$ cat src/rtl/tlb_op_unit_if.sv
// Handshake and CSR bundle between the EX privileged sequencer (master) and
// the TLB maintenance unit (slave).
interface tlb_op_unit_if #(
  parameter int unsigned TLB_NUM = 16
);
  localparam int unsigned IW = $clog2(TLB_NUM);

  logic          tlbsrch_valid;
  logic          tlbrd_valid;
  logic          tlbwr_valid;
  logic          tlbfill_valid;
  logic          invtlb_valid;
  logic          tlbsrch_ready;
  logic          tlbrd_ready;
  logic          tlbwr_ready;
  logic          tlbfill_ready;
  logic          invtlb_ready;
  logic [4:0]    invtlb_op;
  logic [31:0]   invtlb_asid;
  logic [18:0]   invtlb_va;
  logic [31:0]   csr_tlbidx;
  logic [31:0]   csr_tlbehi;
  logic [31:0]   csr_tlbelo0;
  logic [31:0]   csr_tlbelo1;
  logic [9:0]    csr_asid;
  logic [5:0]    csr_estat_ecode;
  logic          srch_wen;
  logic          srch_ne;
  logic [IW-1:0] srch_idx;
  logic          rd_wen;
  logic [31:0]   rd_tlbidx;
  logic [31:0]   rd_tlbehi;
  logic [31:0]   rd_tlbelo0;
  logic [31:0]   rd_tlbelo1;
  logic [9:0]    rd_asid;

  modport master (
    output tlbsrch_valid, tlbrd_valid, tlbwr_valid, tlbfill_valid, invtlb_valid,
    output invtlb_op, invtlb_asid, invtlb_va,
    output csr_tlbidx, csr_tlbehi, csr_tlbelo0, csr_tlbelo1, csr_asid, csr_estat_ecode,
    input  tlbsrch_ready, tlbrd_ready, tlbwr_ready, tlbfill_ready, invtlb_ready,
    input  srch_wen, srch_ne, srch_idx,
    input  rd_wen, rd_tlbidx, rd_tlbehi, rd_tlbelo0, rd_tlbelo1, rd_asid
  );

  modport slave (
    input  tlbsrch_valid, tlbrd_valid, tlbwr_valid, tlbfill_valid, invtlb_valid,
    input  invtlb_op, invtlb_asid, invtlb_va,
    input  csr_tlbidx, csr_tlbehi, csr_tlbelo0, csr_tlbelo1, csr_asid, csr_estat_ecode,
    output tlbsrch_ready, tlbrd_ready, tlbwr_ready, tlbfill_ready, invtlb_ready,
    output srch_wen, srch_ne, srch_idx,
    output rd_wen, rd_tlbidx, rd_tlbehi, rd_tlbelo0, rd_tlbelo1, rd_asid
  );
endinterface

$ cat src/rtl/tlb_op_unit.sv
// TLB entry array plus a multi-cycle engine for TLBSRCH/TLBRD/TLBWR/TLBFILL/INVTLB.
// Searches and invalidations scan one entry per cycle.
module tlb_op_unit #(
  parameter int unsigned TLB_NUM = 16
) (
  input logic          clk,
  input logic          rst,
  tlb_op_unit_if.slave bus
);
  localparam int unsigned IW = $clog2(TLB_NUM);
  localparam logic [IW-1:0] LastIdx = IW'(TLB_NUM - 1);

  typedef struct packed {
    logic [19:0] ppn;
    logic [1:0]  plv;
    logic [1:0]  mat;
    logic        d;
    logic        v;
  } page_t;

  typedef struct packed {
    logic [18:0] vppn;
    logic [5:0]  ps;
    logic        g;
    logic [9:0]  asid;
    page_t       p0;
    page_t       p1;
  } entry_t;

  typedef enum logic [2:0] {StIdle, StSrchScan, StRd, StWr, StInvScan, StDone} state_e;
  typedef enum logic [2:0] {OpSrch, OpRd, OpWr, OpFill, OpInv} op_e;

  function automatic logic vppn_match(input logic [5:0] ps, input logic [18:0] ev,
                                      input logic [18:0] va);
    if (ps == 6'd21) return ev[18:9] == va[18:9];
    return ev == va;
  endfunction

  function automatic page_t to_page(input logic [31:0] elo);
    return '{ppn: elo[27:8], plv: elo[3:2], mat: elo[5:4], d: elo[1], v: elo[0]};
  endfunction

  function automatic logic [31:0] to_elo(input page_t p, input logic g);
    return {4'b0, p.ppn, 1'b0, g, p.mat, p.plv, p.d, p.v};
  endfunction

  state_e        state_q, state_d;
  op_e           op_q, op_d;
  logic [IW-1:0] ptr_q, ptr_d;
  logic [IW-1:0] fill_cnt_q;
  logic          accept;

  // Request fields captured on accept
  logic [IW-1:0] tgt_q;
  logic [5:0]    ps_q;
  logic          ne_q;
  logic [18:0]   vppn_q;
  page_t         p0_q, p1_q;
  logic          g_q;
  logic [9:0]    asid_q;
  logic          force_e_q;
  logic [4:0]    inv_op_q;
  logic [9:0]    inv_asid_q;
  logic [18:0]   inv_va_q;

  entry_t             entry_q [TLB_NUM];
  logic [TLB_NUM-1:0] e_q;

  logic          srch_ne_q;
  logic [IW-1:0] srch_idx_q;
  logic [31:0]   rd_tlbidx_q, rd_tlbehi_q, rd_tlbelo0_q, rd_tlbelo1_q;
  logic [9:0]    rd_asid_q;

  entry_t cur, rd_ent;
  logic   srch_hit, srch_end, inv_hit, asid_eq, va_eq, wr_en, inv_clr, done;

  logic unused_bits;
  assign unused_bits = ^{bus.csr_tlbidx[30], bus.csr_tlbidx[23:IW], bus.csr_tlbehi[12:0],
                         bus.csr_tlbelo0[31:28], bus.csr_tlbelo0[7],
                         bus.csr_tlbelo1[31:28], bus.csr_tlbelo1[7], bus.invtlb_asid[31:10]};

  assign cur      = entry_q[ptr_q];
  assign rd_ent   = entry_q[tgt_q];
  assign srch_hit = e_q[ptr_q] && vppn_match(cur.ps, cur.vppn, vppn_q) &&
                    (cur.g || cur.asid == asid_q);
  assign srch_end = srch_hit || (ptr_q == LastIdx);
  assign asid_eq  = cur.asid == inv_asid_q;
  assign va_eq    = vppn_match(cur.ps, cur.vppn, inv_va_q);

  always_comb begin
    inv_hit = 1'b0;
    case (inv_op_q)
      5'd0, 5'd1: inv_hit = 1'b1;
      5'd2:       inv_hit = cur.g;
      5'd3:       inv_hit = !cur.g;
      5'd4:       inv_hit = !cur.g && asid_eq;
      5'd5:       inv_hit = !cur.g && asid_eq && va_eq;
      5'd6:       inv_hit = (cur.g || asid_eq) && va_eq;
      default:    inv_hit = 1'b0;
    endcase
  end

  always_comb begin
    state_d = state_q;
    op_d    = op_q;
    ptr_d   = ptr_q;
    accept  = 1'b0;
    case (state_q)
      StIdle: begin
        ptr_d = '0;
        // Fixed priority; losing valids in the same cycle are simply dropped
        if (bus.tlbsrch_valid) begin
          state_d = StSrchScan; op_d = OpSrch; accept = 1'b1;
        end else if (bus.tlbrd_valid) begin
          state_d = StRd;       op_d = OpRd;   accept = 1'b1;
        end else if (bus.tlbwr_valid) begin
          state_d = StWr;       op_d = OpWr;   accept = 1'b1;
        end else if (bus.tlbfill_valid) begin
          state_d = StWr;       op_d = OpFill; accept = 1'b1;
        end else if (bus.invtlb_valid) begin
          state_d = StInvScan;  op_d = OpInv;  accept = 1'b1;
        end
      end
      StSrchScan: begin
        if (srch_end) state_d = StDone;
        else          ptr_d   = ptr_q + 1'b1;
      end
      StRd, StWr: state_d = StDone;
      StInvScan: begin
        if (ptr_q == LastIdx) state_d = StDone;
        else                  ptr_d   = ptr_q + 1'b1;
      end
      StDone:  state_d = StIdle;
      default: state_d = StIdle;
    endcase
  end

  always_ff @(posedge clk or posedge rst) begin
    if (rst) state_q <= StIdle;
    else     state_q <= state_d;
  end

  always_ff @(posedge clk or posedge rst) begin
    if (rst) begin
      op_q         <= OpSrch;
      ptr_q        <= '0;
      fill_cnt_q   <= '0;
      tgt_q        <= '0;
      ps_q         <= '0;
      ne_q         <= 1'b0;
      vppn_q       <= '0;
      p0_q         <= '0;
      p1_q         <= '0;
      g_q          <= 1'b0;
      asid_q       <= '0;
      force_e_q    <= 1'b0;
      inv_op_q     <= '0;
      inv_asid_q   <= '0;
      inv_va_q     <= '0;
      srch_ne_q    <= 1'b0;
      srch_idx_q   <= '0;
      rd_tlbidx_q  <= '0;
      rd_tlbehi_q  <= '0;
      rd_tlbelo0_q <= '0;
      rd_tlbelo1_q <= '0;
      rd_asid_q    <= '0;
    end else begin
      fill_cnt_q <= fill_cnt_q + 1'b1;
      op_q       <= op_d;
      ptr_q      <= ptr_d;
      if (accept) begin
        tgt_q      <= (op_d == OpFill) ? fill_cnt_q : bus.csr_tlbidx[IW-1:0];
        ps_q       <= bus.csr_tlbidx[29:24];
        ne_q       <= bus.csr_tlbidx[31];
        vppn_q     <= bus.csr_tlbehi[31:13];
        p0_q       <= to_page(bus.csr_tlbelo0);
        p1_q       <= to_page(bus.csr_tlbelo1);
        g_q        <= bus.csr_tlbelo0[6] & bus.csr_tlbelo1[6];
        asid_q     <= bus.csr_asid;
        force_e_q  <= bus.csr_estat_ecode == 6'h3F;
        inv_op_q   <= bus.invtlb_op;
        inv_asid_q <= bus.invtlb_asid[9:0];
        inv_va_q   <= bus.invtlb_va;
      end
      if (state_q == StSrchScan && srch_end) begin
        srch_ne_q  <= !srch_hit;
        srch_idx_q <= srch_hit ? ptr_q : '0;
      end
      if (state_q == StRd) begin
        if (e_q[tgt_q]) begin
          rd_tlbidx_q  <= {2'b00, rd_ent.ps, {(24 - IW){1'b0}}, tgt_q};
          rd_tlbehi_q  <= {rd_ent.vppn, 13'b0};
          rd_tlbelo0_q <= to_elo(rd_ent.p0, rd_ent.g);
          rd_tlbelo1_q <= to_elo(rd_ent.p1, rd_ent.g);
          rd_asid_q    <= rd_ent.asid;
        end else begin
          rd_tlbidx_q  <= 32'h8000_0000;
          rd_tlbehi_q  <= '0;
          rd_tlbelo0_q <= '0;
          rd_tlbelo1_q <= '0;
          rd_asid_q    <= '0;
        end
      end
    end
  end

  assign wr_en   = state_q == StWr;
  assign inv_clr = (state_q == StInvScan) && inv_hit;

  always_ff @(posedge clk or posedge rst) begin
    if (rst)          e_q        <= '0;
    else if (wr_en)   e_q[tgt_q] <= force_e_q | ~ne_q;
    else if (inv_clr) e_q[ptr_q] <= 1'b0;
  end

  // Payload only matters while E=1, so it needs no reset
  always_ff @(posedge clk) begin
    if (wr_en) begin
      entry_q[tgt_q] <= '{vppn: vppn_q, ps: ps_q, g: g_q, asid: asid_q, p0: p0_q, p1: p1_q};
    end
  end

  assign done              = state_q == StDone;
  assign bus.tlbsrch_ready = done && (op_q == OpSrch);
  assign bus.tlbrd_ready   = done && (op_q == OpRd);
  assign bus.tlbwr_ready   = done && (op_q == OpWr);
  assign bus.tlbfill_ready = done && (op_q == OpFill);
  assign bus.invtlb_ready  = done && (op_q == OpInv);

  assign bus.srch_wen   = bus.tlbsrch_ready;
  assign bus.srch_ne    = bus.tlbsrch_ready & srch_ne_q;
  assign bus.srch_idx   = bus.tlbsrch_ready ? srch_idx_q : '0;
  assign bus.rd_wen     = bus.tlbrd_ready;
  assign bus.rd_tlbidx  = bus.tlbrd_ready ? rd_tlbidx_q : '0;
  assign bus.rd_tlbehi  = bus.tlbrd_ready ? rd_tlbehi_q : '0;
  assign bus.rd_tlbelo0 = bus.tlbrd_ready ? rd_tlbelo0_q : '0;
  assign bus.rd_tlbelo1 = bus.tlbrd_ready ? rd_tlbelo1_q : '0;
  assign bus.rd_asid    = bus.tlbrd_ready ? rd_asid_q : '0;
endmodule

$ cat src/flat_wrapper.sv
// flat-port wrapper written by rule: the top's interface ports become plain ports
module tlb_op_unit_flat 
#(
  parameter int unsigned TLB_NUM = 16
)
  (clk, rst, bus_tlbsrch_valid, bus_tlbrd_valid, bus_tlbwr_valid, bus_tlbfill_valid, bus_invtlb_valid, bus_invtlb_op, bus_invtlb_asid, bus_invtlb_va, bus_csr_tlbidx, bus_csr_tlbehi, bus_csr_tlbelo0, bus_csr_tlbelo1, bus_csr_asid, bus_csr_estat_ecode, bus_tlbsrch_ready, bus_tlbrd_ready, bus_tlbwr_ready, bus_tlbfill_ready, bus_invtlb_ready, bus_srch_wen, bus_srch_ne, bus_srch_idx, bus_rd_wen, bus_rd_tlbidx, bus_rd_tlbehi, bus_rd_tlbelo0, bus_rd_tlbelo1, bus_rd_asid);
  tlb_op_unit_if #(.TLB_NUM(TLB_NUM)) bus_i ();
  input logic clk;
  input logic rst;
  input wire logic [$bits(bus_i.tlbsrch_valid)-1:0] bus_tlbsrch_valid;
  input wire logic [$bits(bus_i.tlbrd_valid)-1:0] bus_tlbrd_valid;
  input wire logic [$bits(bus_i.tlbwr_valid)-1:0] bus_tlbwr_valid;
  input wire logic [$bits(bus_i.tlbfill_valid)-1:0] bus_tlbfill_valid;
  input wire logic [$bits(bus_i.invtlb_valid)-1:0] bus_invtlb_valid;
  input wire logic [$bits(bus_i.invtlb_op)-1:0] bus_invtlb_op;
  input wire logic [$bits(bus_i.invtlb_asid)-1:0] bus_invtlb_asid;
  input wire logic [$bits(bus_i.invtlb_va)-1:0] bus_invtlb_va;
  input wire logic [$bits(bus_i.csr_tlbidx)-1:0] bus_csr_tlbidx;
  input wire logic [$bits(bus_i.csr_tlbehi)-1:0] bus_csr_tlbehi;
  input wire logic [$bits(bus_i.csr_tlbelo0)-1:0] bus_csr_tlbelo0;
  input wire logic [$bits(bus_i.csr_tlbelo1)-1:0] bus_csr_tlbelo1;
  input wire logic [$bits(bus_i.csr_asid)-1:0] bus_csr_asid;
  input wire logic [$bits(bus_i.csr_estat_ecode)-1:0] bus_csr_estat_ecode;
  output wire logic [$bits(bus_i.tlbsrch_ready)-1:0] bus_tlbsrch_ready;
  output wire logic [$bits(bus_i.tlbrd_ready)-1:0] bus_tlbrd_ready;
  output wire logic [$bits(bus_i.tlbwr_ready)-1:0] bus_tlbwr_ready;
  output wire logic [$bits(bus_i.tlbfill_ready)-1:0] bus_tlbfill_ready;
  output wire logic [$bits(bus_i.invtlb_ready)-1:0] bus_invtlb_ready;
  output wire logic [$bits(bus_i.srch_wen)-1:0] bus_srch_wen;
  output wire logic [$bits(bus_i.srch_ne)-1:0] bus_srch_ne;
  output wire logic [$bits(bus_i.srch_idx)-1:0] bus_srch_idx;
  output wire logic [$bits(bus_i.rd_wen)-1:0] bus_rd_wen;
  output wire logic [$bits(bus_i.rd_tlbidx)-1:0] bus_rd_tlbidx;
  output wire logic [$bits(bus_i.rd_tlbehi)-1:0] bus_rd_tlbehi;
  output wire logic [$bits(bus_i.rd_tlbelo0)-1:0] bus_rd_tlbelo0;
  output wire logic [$bits(bus_i.rd_tlbelo1)-1:0] bus_rd_tlbelo1;
  output wire logic [$bits(bus_i.rd_asid)-1:0] bus_rd_asid;
  assign bus_i.tlbsrch_valid = bus_tlbsrch_valid;
  assign bus_i.tlbrd_valid = bus_tlbrd_valid;
  assign bus_i.tlbwr_valid = bus_tlbwr_valid;
  assign bus_i.tlbfill_valid = bus_tlbfill_valid;
  assign bus_i.invtlb_valid = bus_invtlb_valid;
  assign bus_i.invtlb_op = bus_invtlb_op;
  assign bus_i.invtlb_asid = bus_invtlb_asid;
  assign bus_i.invtlb_va = bus_invtlb_va;
  assign bus_i.csr_tlbidx = bus_csr_tlbidx;
  assign bus_i.csr_tlbehi = bus_csr_tlbehi;
  assign bus_i.csr_tlbelo0 = bus_csr_tlbelo0;
  assign bus_i.csr_tlbelo1 = bus_csr_tlbelo1;
  assign bus_i.csr_asid = bus_csr_asid;
  assign bus_i.csr_estat_ecode = bus_csr_estat_ecode;
  assign bus_tlbsrch_ready = bus_i.tlbsrch_ready;
  assign bus_tlbrd_ready = bus_i.tlbrd_ready;
  assign bus_tlbwr_ready = bus_i.tlbwr_ready;
  assign bus_tlbfill_ready = bus_i.tlbfill_ready;
  assign bus_invtlb_ready = bus_i.invtlb_ready;
  assign bus_srch_wen = bus_i.srch_wen;
  assign bus_srch_ne = bus_i.srch_ne;
  assign bus_srch_idx = bus_i.srch_idx;
  assign bus_rd_wen = bus_i.rd_wen;
  assign bus_rd_tlbidx = bus_i.rd_tlbidx;
  assign bus_rd_tlbehi = bus_i.rd_tlbehi;
  assign bus_rd_tlbelo0 = bus_i.rd_tlbelo0;
  assign bus_rd_tlbelo1 = bus_i.rd_tlbelo1;
  assign bus_rd_asid = bus_i.rd_asid;
  tlb_op_unit #(.TLB_NUM(TLB_NUM)) u_core (.clk(clk), .rst(rst), .bus(bus_i));
endmodule
$ cat config.mk
export PLATFORM = sky130hd
export DESIGN_NAME = tlb_op_unit_flat
export DESIGN_NICKNAME = d
export VERILOG_FILES = /design/src/rtl/tlb_op_unit_if.sv /design/src/rtl/tlb_op_unit.sv /design/src/flat_wrapper.sv
export SDC_FILE = /design/constraint.sdc
export NUM_CORES = 2
export LEC_CHECK = 0
export ABC_AREA = 1
export BUFFER_PORTS_ARGS = -buffer_cell sky130_fd_sc_hd__buf_4
export CELL_PAD_IN_SITES_DETAIL_PLACEMENT = 2
export CELL_PAD_IN_SITES_GLOBAL_PLACEMENT = 2
export CORE_ASPECT_RATIO = 1.2
export CORE_UTILIZATION = 47
export CTS_BUF_LIST = sky130_fd_sc_hd__clkbuf_2
export DETAILED_ROUTE_END_ITERATION = 6
export GPL_TIMING_DRIVEN = 1
export MAX_ROUTING_LAYER = met4
export PLACE_DENSITY = 0.85
export SYNTH_ARGS = -nofsm -noshare
export SYNTH_HDL_FRONTEND = slang
export SYNTH_SLANG_ARGS = --single-unit
$ cat constraint.sdc
create_clock -name clk -period 24.4 [get_ports clk]
set_input_delay 2.44 -clock clk [delete_from_list [all_inputs] [get_ports clk]]
set_output_delay 2.44 -clock clk [all_outputs]
set_load 0.005 [all_outputs]
==> flow_summary_export.csv <==
group,metric,value,unit
worst_setup_path,rrSetupSlack,18360,ps
power_and_ir_drop,internal_power,4890,uW
timing,finClkSkew,235,ps
route,drt-initial-drc-count,7755,
finish,num-nets-final,6723,
grt,grt_pass1_wl,473000,um
grt,grt_max_degree,136,
route,ant_nets,0,
status,status,"completed",
timing,worst_pin_slew,1480,ps
worst_setup_path,reg2reg_depth,12,
worst_setup_path,required,21960,ps
clock_tree,cts_root_buf,"clkbuf_2",
synthesis,synth_ff_type,"edfxtp_1",
worst_setup_path,end_kind,"output port",
worst_setup_path,cpPeakStageDelay,490,ps
die,core,147000,sq um
synthesis,synth_area,70100,sq um
die,rows,154,
clock_tree,clk_pin_slew,140,ps
worst_setup_path,path_common_cell,"inv_1",
clock_tree,cts_hold_buffers,0,
timing,setup_viol,0,
finish,fin_util,0.525,
placement,post-place-cells,8035,
power_and_ir_drop,powerDensity,117,nW/um^2
worst_setup_path,reg2reg_to,"u_core.rd_asid_q[9]",
grt,grt_pass1_vias,64900,
grt,overflow,0,
clock_tree,clock_latency,2090,ps
timing,post-route-min-period,7500,ps
route,dr.pass1.iters,6,
finish,syn2layout_area_growth,10.4,%
finish,drive_gt1_frac,0.158,
die,fp.dieW,355,um
clock_tree,cts_tree,"built",
synthesis,ys_async_sr_fraction,0.154,
timing,holdWs,476,ps
power_and_ir_drop,power.switching,4170,uW
power_and_ir_drop,clkPwrFrac,0.238,
worst_setup_path,critical_path_buf_inv_count,6,
worst_setup_path,worstPathArrival,5060,ps
timing,timing.fmax,133,MHz
placement,gp_congestion,0.835,
grt,grt_usage,0.451,
die,die_y,425,um
route,wirelength,333000,um
clock_tree,cts_made_buffers,424,
grt,antenna_found_initial,10,
clock_tree,htree_levels,5,
placement,dp_hpwl,165000,um
timing,hold_viol_final,0,
clock_tree,postCtsSetupBuffers,0,
worst_setup_path,crit_path_start_kind,"flop",
run,drv_cap,0,
power_and_ir_drop,power.leakage,0.0303,uW
die,initial_core_util,0.476,
timing,slew_viol_final,0,
finish,mostFrequentLayoutCell,"edfxtp_1",
clock_tree,cts_max_path_buffers,4,
worst_hold_path,hold_path_class,"in2async",
worst_setup_path,cp_top_family,"buffers and inverters",
timing,rsz0062_at_grt,"no",
finish,stdcell_count,8806,
die,dieArea,151000,sq um
power_and_ir_drop,sequentialPowerShare,0.426,
finish,most-common-layout-cells,"edfxtp_1, nand2_1, clkbuf_2",
worst_setup_path,critPathSlowestCell,"nor3_1",
timing,layout_worst_path_cycle_share,0.307,
synthesis,synth_edf_count,1408,
die,io_pins,357,
timing,max_slew_margin,0.0131,
clock_tree,cts_resized,0,
clock_tree,clock_sink_count,1664,
placement,place.port_buffers,246,
route,viasPerCell,6.72,
synthesis,synth_cell_types,37,
synthesis,synth.avg_cell_area,11.5,sq um
route,post-route-drc-count,0,
synthesis,ys_ff_latch,1664,
power_and_ir_drop,pwr-share-comb,0.335,
route,wl_per_cell,37.8,um
synthesis,ys_warn_count,0,
synthesis,ys_seq_area_frac,0.694,
worst_setup_path,crit_path_max_fanout,54,
worst_setup_path,path_class,"reg2out",
route,vias,59200,
power_and_ir_drop,switching_share,0.460,
timing,tns,0,ps
worst_setup_path,critical_path.reg2reg.startpoint,"u_core.tgt_q[0]",
power_and_ir_drop,ir_drop,0.104,mV
synthesis,netlist_instances,6113,
worst_setup_path,crit_chain,"inv_1, nor3_1, inv_1, nor2_1, inv_1, nor3_1, inv_4, buf_4, nor2_1, buf_4",
logic make-up (layout without fill, tap and decap cells):
kind of cell,after synthesis,count (layout),synth area share
flip-flops,1664,1664,0.694
other,1,57,0.0000535
buffers and inverters,1026,1713,0.0613
XOR/XNOR,16,16,0.00200
adder cells (fa/ha/maj),5,5,0.000892
AO/OA/AOI/OAI,1452,1452,0.130
AND/OR/NAND/NOR,1949,1949,0.111
worst max path at each step:
stage          slack [ps]               from                to  cells past startpoint
2_1_floorplan       14920                rst  u_core.asid_q[0]                      1
3_3_place_gp        18700  bus_tlbfill_valid   u_core.p0_q[24]                     11
3_5_place_dp        18420  bus_tlbfill_valid   u_core.p0_q[24]                     11
4_1_cts             16760  u_core.state_q[2]    bus_rd_asid[9]                     10
5_1_grt             16490  u_core.state_q[2]    bus_rd_asid[9]                     10
6_report            16900  u_core.state_q[2]    bus_rd_asid[9]                     10
routing by layer:
metal,up-vias,part of all wire,global-route usage,routed length (um)
li1,22600,-,-,-
met1,30100,0.34,0.502,113000
met2,4777,0.48,0.714,159000
met3,1699,0.098,0.107,32700
met4,0,0.082,0.322,27400
met5,-,0,-,0
worst register-to-register path, stage by stage (launching register included):
cell      delay [ps]
dfrtp_1          530
inv_1            240
nor2_4            40
buf_4            400
clkinv_2         400
buf_4            740
o22ai_1          150
o21ai_0          250
nand4_1          450
inv_4            940
buf_4            940
o41ai_1          600
o21ai_0          230
flip-flops by register name (all words and copies together), names as in the netlist, 16 cells and up:
signal / cells
u_core.p0_q: 26
u_core.e_q: 16
u_core.rd_tlbelo1_q: 26
u_core.vppn_q: 19
u_core.entry_q: 1408
u_core.rd_tlbehi_q: 19
u_core.p1_q: 26
u_core.inv_va_q: 19
u_core.rd_tlbelo0_q: 27
cells in the mapped netlist (2+ instances only):
library cell	n	area (sq um)
a22oi_1	508	3810
o41ai_1	63	552
o22ai_1	223	1400
nand2_2	3	18.8
nand2_1	1280	4800
nor2_1	365	1370
o21ai_1	31	155
buf_1	15	56.3
nand3b_1	2	15.0
nand4_1	32	200
xor2_1	13	114
o31ai_1	3	22.5
clkbuf_1	248	931
inv_1	603	2260
edfxtp_1	1408	42300
ha_1	5	62.6
nor2_2	13	81.3
nand3_1	233	1170
inv_2	4	15.0
xnor2_1	3	26.3
a21oi_1	262	1310
nand2_4	2	22.5
buf_4	79	593
buf_6	9	101
a32o_1	16	160
buf_2	66	330
nor3_1	17	85.1
dfrtp_1	256	6410
o21ai_0	343	1720
layout make-up:
type / instances / area [sq um]
clock buffer: 657 / 3290
fill: 14400 / 70000
tap: 1950 / 2440
inverter: 609 / 2330
antenna: 13 / 32.5
clock inverter: 101 / 469
timing repair buffer: 346 / 2650
multi-input combinational: 3466 / 17500
sequential: 1664 / 48700
power groups by stage:
| stage | logic (uW) | clock network [uW] | registers, uW |
|---|---|---|---|
| 2_1_floorplan | 1730 | 0 | 3670 |
| 3_3_place_gp | 2580 | 0 | 3810 |
| 3_5_place_dp | 2760 | 0 | 3880 |
| 4_1_cts | 2920 | 2160 | 3840 |
| 5_1_grt | 3130 | 2270 | 3860 |
| 6_report | 3040 | 2160 | 3860 |
stage by stage:
step	setup WS, ps	total power (uW)	area (sq um)
finish	16900	9060	77400
global route	16490	9250	77400
CTS	16760	8910	77400
detailed placement	18420	6640	73600
global placement	18700	6390	73600
floorplan	14920	5400	70300
No activity file was read; power rests on OpenSTA's default activity.
